[src/rtl/lcm_parser.sv]
// lcm_parser: turns a framed flit stream (head / middle / tail) into
// single-cycle register read or write command pulses. The command is taken
// from the head flit and emitted only after a keep verdict arrives.
// Optional build macro LCM_PARSER_LEN_CHECK_EN: also discard packets longer
// than MAX_FLITS flits, using a saturating flit counter.
module lcm_parser #(
    parameter int MAX_FLITS = 32
) (
    input  logic         clk,
    input  logic         rst_n,
    input  logic [133:0] in_lcm_data,
    input  logic         in_lcm_data_wr,
    input  logic         in_lcm_data_valid,
    input  logic         in_lcm_data_valid_wr,
    output logic         in_lcm_data_ready,
    output logic [7:0]   wr_reg_n,
    output logic [63:0]  wr_reg_n_value,
    output logic [7:0]   rd_reg_n
);

    localparam logic [1:0] FR_HEAD = 2'b01;
    localparam logic [1:0] FR_MID  = 2'b11;
    localparam logic [1:0] FR_TAIL = 2'b10;

    typedef enum logic [1:0] {
        IDLE       = 2'd0,
        BODY       = 2'd1,
        WAIT_VALID = 2'd2
    } state_t;

    state_t      r_state;
    logic [7:0]  r_reg;
    logic [63:0] r_value;
    logic        r_op;

    logic [1:0]  w_frame;
    logic        w_flit;
    logic        w_len_ok;
    logic        w_emit;

    // Reserved and ignored fields are intentionally not used.
    logic        w_unused_bits;
    assign w_unused_bits = ^{in_lcm_data[131:128], in_lcm_data[55:49], in_lcm_data[47:0]};

    assign w_frame           = in_lcm_data[133:132];
    assign in_lcm_data_ready = (r_state != WAIT_VALID);
    // Flits arriving while not ready are simply dropped.
    assign w_flit            = in_lcm_data_wr & in_lcm_data_ready;

`ifdef LCM_PARSER_LEN_CHECK_EN
    localparam int              CNT_W   = $clog2(MAX_FLITS + 2);
    localparam logic [CNT_W-1:0] CNT_SAT = CNT_W'(MAX_FLITS + 1);
    localparam logic [CNT_W-1:0] CNT_LIM = CNT_W'(MAX_FLITS);

    logic [CNT_W-1:0] r_cnt;
    logic [CNT_W-1:0] w_cnt_inc;

    // Counter sticks at MAX_FLITS+1 so an overlong packet can never wrap back to legal.
    assign w_cnt_inc = (r_cnt == CNT_SAT) ? r_cnt : r_cnt + 1'b1;
    assign w_len_ok  = (r_cnt <= CNT_LIM);

    // Flit counter: restart on every accepted head, count middle/tail in BODY.
    always_ff @(posedge clk or negedge rst_n) begin
        if (!rst_n) begin
            r_cnt <= '0;
        end else if (w_flit) begin
            if (w_frame == FR_HEAD) begin
                r_cnt <= CNT_W'(1);
            end else if (r_state == BODY && (w_frame == FR_MID || w_frame == FR_TAIL)) begin
                r_cnt <= w_cnt_inc;
            end
        end
    end
`else
    assign w_len_ok = 1'b1;
`endif

    // Register 0 is reserved, so a command aimed at it never pulses.
    assign w_emit = (r_state == WAIT_VALID) & in_lcm_data_valid_wr & in_lcm_data_valid
                  & w_len_ok & (r_reg != 8'd0);

    // Packet FSM with command latches and registered single-cycle output pulses.
    always_ff @(posedge clk or negedge rst_n) begin
        if (!rst_n) begin
            r_state        <= IDLE;
            r_reg          <= '0;
            r_value        <= '0;
            r_op           <= 1'b0;
            wr_reg_n       <= '0;
            wr_reg_n_value <= '0;
            rd_reg_n       <= '0;
        end else begin
            // Outputs default back to zero; only an emit cycle drives them.
            wr_reg_n       <= '0;
            wr_reg_n_value <= '0;
            rd_reg_n       <= '0;
            case (r_state)
                IDLE: begin
                    if (w_flit && w_frame == FR_HEAD) begin
                        r_reg   <= in_lcm_data[127:120];
                        r_value <= in_lcm_data[119:56];
                        r_op    <= in_lcm_data[48];
                        r_state <= BODY;
                    end
                end
                BODY: begin
                    if (w_flit) begin
                        if (w_frame == FR_HEAD) begin
                            // A new head abandons the packet in progress.
                            r_reg   <= in_lcm_data[127:120];
                            r_value <= in_lcm_data[119:56];
                            r_op    <= in_lcm_data[48];
                        end else if (w_frame == FR_TAIL) begin
                            r_state <= WAIT_VALID;
                        end
                    end
                end
                WAIT_VALID: begin
                    if (in_lcm_data_valid_wr) begin
                        r_state <= IDLE;
                        if (w_emit) begin
                            if (r_op) begin
                                rd_reg_n <= r_reg;
                            end else begin
                                wr_reg_n       <= r_reg;
                                wr_reg_n_value <= r_value;
                            end
                        end
                    end
                end
                default: r_state <= IDLE;
            endcase
        end
    end

endmodule

[config.mk]
export PLATFORM = sky130hd
export DESIGN_NAME = lcm_parser
export DESIGN_NICKNAME = d
export VERILOG_FILES = /design/src/rtl/lcm_parser.sv
export SDC_FILE = /design/constraint.sdc
export NUM_CORES = 1
export LEC_CHECK = 0
export CAP_MARGIN = 20
export CORE_UTILIZATION = 40
export DETAILED_ROUTE_END_ITERATION = 10
export PLACE_DENSITY = 0.85
export SLEW_MARGIN = 20
export SYNTH_ARGS = -nofsm -noshare
export SYNTH_HDL_FRONTEND = slang
export SYNTH_SLANG_ARGS = --single-unit
[constraint.sdc]
create_clock -name clk -period 1.4 [get_ports clk]
set_clock_uncertainty 0.1 [all_clocks]
set_input_delay 0.28 -clock clk [delete_from_list [all_inputs] [get_ports clk]]
set_output_delay 0.28 -clock clk [all_outputs]
set_load 0.02 [all_outputs]
After elaboration in Yosys (flattened, before gate mapping) --
Cells that the tools add are included.
Operators by class: multiplexer cells 30, eq/ne operators 11, reduce and logical (&&, ||, !) cells 6, bitwise logic cells 4
Operators with widths (number):
- 2-to-1 mux 64 bit | 7
- one-hot mux 64 bit (2 select lines) | 1
- 2-to-1 mux 8 bit | 11
- one-hot mux 8 bit (2 select lines) | 1
- != test 2 bit (second input constant) | 7
- 2-to-1 mux 2 bit | 5
- nonzero test 8 bit | 1
- one-hot mux 2 bit (3 select lines) | 1
- AND reduction 5 bit | 1
- AND 1 bit | 4
- == test 2 x 1 -> 1 bit (second input constant) | 2
- == test 2 bit (second input constant) | 2
- AND reduction 4 bit | 1
- 2-to-1 mux 1 bit | 3
- zero test 2 bit | 1
- one-hot mux 1 bit (2 select lines) | 1
- nonzero test 2 bit | 1
- logical AND 1 bit | 1
Storage, ports and cells: output and inout port bits 81, input bits 139, register bits 155

Depth between registers and ports, before layout --
depth after elaboration 7, depth in mapped cells 4, depth with buffers taken out 3

Worst setup path before layout --
No wires, ideal clock.
path type flip-flop to flip-flop, from reg r_state[1], to reg r_reg[0], required time 1.175 ns, stages on the path, launching flop included 5, data arrival time 1.319 ns, period minus slack after synthesis 1.544 ns, library setup time 0.125 ns, slack -0.144 ns, cells stage by stage dfrtp_1 > and4bb_4 > buf_6 > buf_6 > mux2_4
Between the ends: cells in the longest elaborated chain, start to end 5
RTL lines:
- from (decl) | RTL line 31 | state_t r_state;
- from (signal assigned) | RTL line 85 | r_state <= IDLE;
- from (signal assigned) | RTL line 103 | r_state <= BODY;
- from (signal assigned) | RTL line 114 | r_state <= WAIT_VALID;
- != test 2 bit | RTL line 46 | assign in_lcm_data_ready = (r_state != WAIT_VALID);
- AND 1 bit | RTL line 48 | assign w_flit = in_lcm_data_wr & in_lcm_data_ready;
- logical AND 1 bit | RTL line 99 | if (w_flit && w_frame == FR_HEAD) begin
- != test 2 bit (no source line)
- AND reduction 4 bit (no source line)
- to (signal assigned) | RTL line 100 | r_reg <= in_lcm_data[127:120];
- to (signal assigned) | RTL line 110 | r_reg <= in_lcm_data[127:120];
- to (decl) | RTL line 32 | logic [7:0] r_reg;
Several ways; a longest one is shown, not always the timed one. A chain may end at the register's enable or synchronous reset.

Worst setup path after layout --
from reg r_state[1], to reg r_value[21]
Between the ends: cells in the longest elaborated chain, start to end 5
RTL lines:
- != test 2 bit | RTL line 46
- AND 1 bit | RTL line 48
- logical AND 1 bit | RTL line 99
- != test 2 bit (no source line)
- AND reduction 4 bit (no source line)
- to (signal assigned) | RTL line 101 | r_value <= in_lcm_data[119:56];
- to (signal assigned) | RTL line 111 | r_value <= in_lcm_data[119:56];
- to (decl) | RTL line 33 | logic [63:0] r_value;
Several ways; a longest one is shown, not always the timed one.

==> flow_metrics.env <==
export IMPL_busiest_layer="met2"
export IMPL_core_area_mm2=0.01399
export IMPL_power_mw=11.38
export IMPL_postSynthAreaPerCell_um2=17.00
export IMPL_drt_iter0_drc=84
export IMPL_grt_pass1_wl_mm=18.92
export IMPL_crit_path_start="r_state[1]"
export IMPL_min_period_ns=1.628
export IMPL_placed_area_mm2=0.007724
export IMPL_r2r_cells=4
export IMPL_fmax_mhz=614.3
export IMPL_holdWs_ns=0.1990
export IMPL_rrSetupSlack_ns=-0.23
export IMPL_syn2layout_area_growth_pct=45.85
export IMPL_top_regs="r_value x64, wr_reg_n_value x64"
export IMPL_cts_htree_levels=4
export IMPL_path_buf_inv=2
export IMPL_crit_fanout=9
export IMPL_cp_start_kind="flip-flop"
export IMPL_path_class="reg -> reg"
export IMPL_status="complete, but fails checks"
export IMPL_path_clk_slew_ns=0.06
export IMPL_setup_viol_count_final=144
export IMPL_fin_nets=686
export IMPL_crit_path_end_kind="flip-flop"
export IMPL_peakVddDrop_uv=807.3
export IMPL_die_h_um=122.2
export IMPL_drtPass1Iterations=4
export IMPL_clockRootBuffer="clkbuf_16"
export IMPL_antenna_cells=0
export IMPL_layout_drive_gt1_share=0.4750
export IMPL_cpPeakStageDelay_ns=0.39
export IMPL_syn_nets=479
export IMPL_fin_area_mm2=0.008429
export IMPL_clock_latency_ns=0.42
export IMPL_grt_pass1_vias=3560
export IMPL_crit_end="r_value[21]"
export IMPL_gp_congestion=0.7261
export IMPL_route_detailed_drc=0
export IMPL_fillCellCount=1052
export IMPL_grt_max_degree=48
export IMPL_cts_buffers=17
export IMPL_crit_arrival_ns=1.82
export IMPL_cts_sinks=155
export IMPL_violations="setup timing"
export IMPL_dp_hpwl_mm=7.870
export IMPL_dieArea_mm2=0.01493
export IMPL_synth_seq_cells=155
export IMPL_tightest_slew_ns=0.2833
export IMPL_gr_total_overflow=0
export IMPL_gr_usage_all_layers=0.1743
export IMPL_synth_cells=340
export IMPL_slew_headroom=0.8097
export IMPL_r2r_start="r_state[1]"
export IMPL_wl_per_cell_um=17.66
export IMPL_placementRows=43
export IMPL_grtUsageMet1=0.2109
export IMPL_required_ns=1.60
export IMPL_place_ws_ns=-0.5966
export IMPL_cp_top_family="flip-flops"
export IMPL_finalHoldViolations=0
export IMPL_fin_crit_sh=1.163
export IMPL_antenna_found_initial=0
export IMPL_grt_util_met3=0.05665
export IMPL_cts_tree="built"
export IMPL_tns_ns=-24.37
export IMPL_crit_path_top_delay_cell="dfrtp_1"
export IMPL_ios=220
export IMPL_vias_per_cell=4.600
export IMPL_power_density_mw_per_mm2=1350
export IMPL_path_cells="and4bb_4 -> buf_6 -> buf_16 -> mux2_4"
export IMPL_setup_ws_ns=-0.2280
export IMPL_rsz0062_at_grt="yes"
export IMPL_io_buffers=160
export IMPL_ys_seq_area_frac=0.6711
export IMPL_hp_class="in -> async"
export IMPL_cp_num_cells=4
export IMPL_ant_nets=0
export IMPL_maxCapViolations=0
export IMPL_regToRegEndpoint="r_value[21]"
export IMPL_start_util=0.4131
export IMPL_die_w_um=122.2
export IMPL_vias=3404
export IMPL_layoutNonFillerInstCount=740
export IMPL_use_met2=0.2876
export IMPL_synth_area_mm2=0.005779
export IMPL_drv_slew=0
export IMPL_routed_wl_mm=13.07
export IMPL_final_util=0.6026
export IMPL_ys_warn_count=0
export IMPL_synthDistinctLibCells=19
export IMPL_power_leakage_nw=4.246
export IMPL_clk_path_buf_depth=2
export IMPL_dp_cells=688
[kinds of logic after synthesis]
kind of cell / after synthesis / share of synthesized area
DFF: 155 / 0.6711
AOI/OAI and AO/OA: 4 / 0.006061
muxes: 73 / 0.1877
buffers and inverters: 15 / 0.02793
and+or+nand+nor: 93 / 0.1072
[synthesized netlist by cell type]
| cell | count | area, um2 |
|---|---|---|
| and4bb_2 | 1 | 12.51 |
| nand4b_4 | 1 | 23.77 |
| a21oi_1 | 1 | 5.000 |
| clkbuf_1 | 1 | 3.750 |
| and2_1 | 68 | 425.4 |
| mux2_4 | 70 | 1051 |
| nor2_1 | 2 | 7.510 |
| dfrtp_1 | 155 | 3879 |
| and2_2 | 4 | 30.03 |
| buf_6 | 14 | 157.7 |
| nand2_1 | 4 | 15.01 |
| or2b_1 | 1 | 7.510 |
| nor2b_1 | 1 | 6.260 |
| and4bb_4 | 1 | 16.27 |
| a211oi_4 | 1 | 20.02 |
| nor4_2 | 2 | 25.02 |
| o21ai_0 | 2 | 10.01 |
| mux2_2 | 3 | 33.78 |
| and3_1 | 8 | 50.05 |
[routing by layer]
| metal | routed length (um) | vias up |
|---|---|---|
| met5 | 0 | - |
| met4 | 170 | 0 |
| met3 | 689 | 12 |
| met2 | 6570 | 99 |
| met1 | 5635 | 1746 |
| li1 | - | 1547 |
[timing repair]
| action | CTS | global route |
|---|---|---|
| gates cloned | 4 | 7 |
| hold buffers | 1 | 0 |
| hold endpoints to repair | 155 | 0 |
| gates resized for setup | 341 | 39 |
| endpoints found under the setup margin | 218 | 148 |
| pin swaps | 2 | 0 |
| buffers inserted | 5 | 3 |
[worst min path at each step]
stage	from	endpoint	slack [ns]	depth (start not counted)
after floorplan	rst_n	r_op	-0.12	0
final	rst_n	wr_reg_n_value[38]	0.20	2
after global placement	rst_n	wr_reg_n_value[36]	0.07	1
after CTS	rst_n	wr_reg_n_value[38]	0.19	2
after global routing	rst_n	wr_reg_n_value[38]	0.22	2
after detailed placement	rst_n	wr_reg_n_value[34]	0.07	1
[report_power, final]
| group | total [mW] | internal, mW | switching [mW] |
|---|---|---|---|
| combinational | 1.53 | 1.07 | 0.466 |
| clock | 4.55 | 2.81 | 1.74 |
| sequential | 5.30 | 4.98 | 0.314 |
[cells in the final DEF, fill, tap and decap left out, types with 2 or more instances in the layout]
cell	instances
clkinvlp_4	3
buf_16	6
and2_1	43
clkinv_4	2
clkbuf_16	22
buf_2	80
o21ai_0	2
clkbuf_8	4
clkdlybuf4s50_1	78
nor2_4	2
bufinv_16	2
buf_6	9
and2_4	29
nand2_1	4
nor4_4	2
mux2_4	73
buf_4	15
clkinv_2	3
buf_12	8
dfrtp_1	155
and3_1	7
[area by class of cell]
class / count / area, um2 / area share
sequential: 155 / 3879 / 0.4601
timing repair buffer: 203 / 1871 / 0.2219
multi-input combinational: 170 / 1856 / 0.2201
clock buffer: 22 / 484.2 / 0.05744
tap: 180 / 225.2 / 0.02672
clock inverter: 10 / 115.1 / 0.01366
Power figures use the tool's default switching activity.
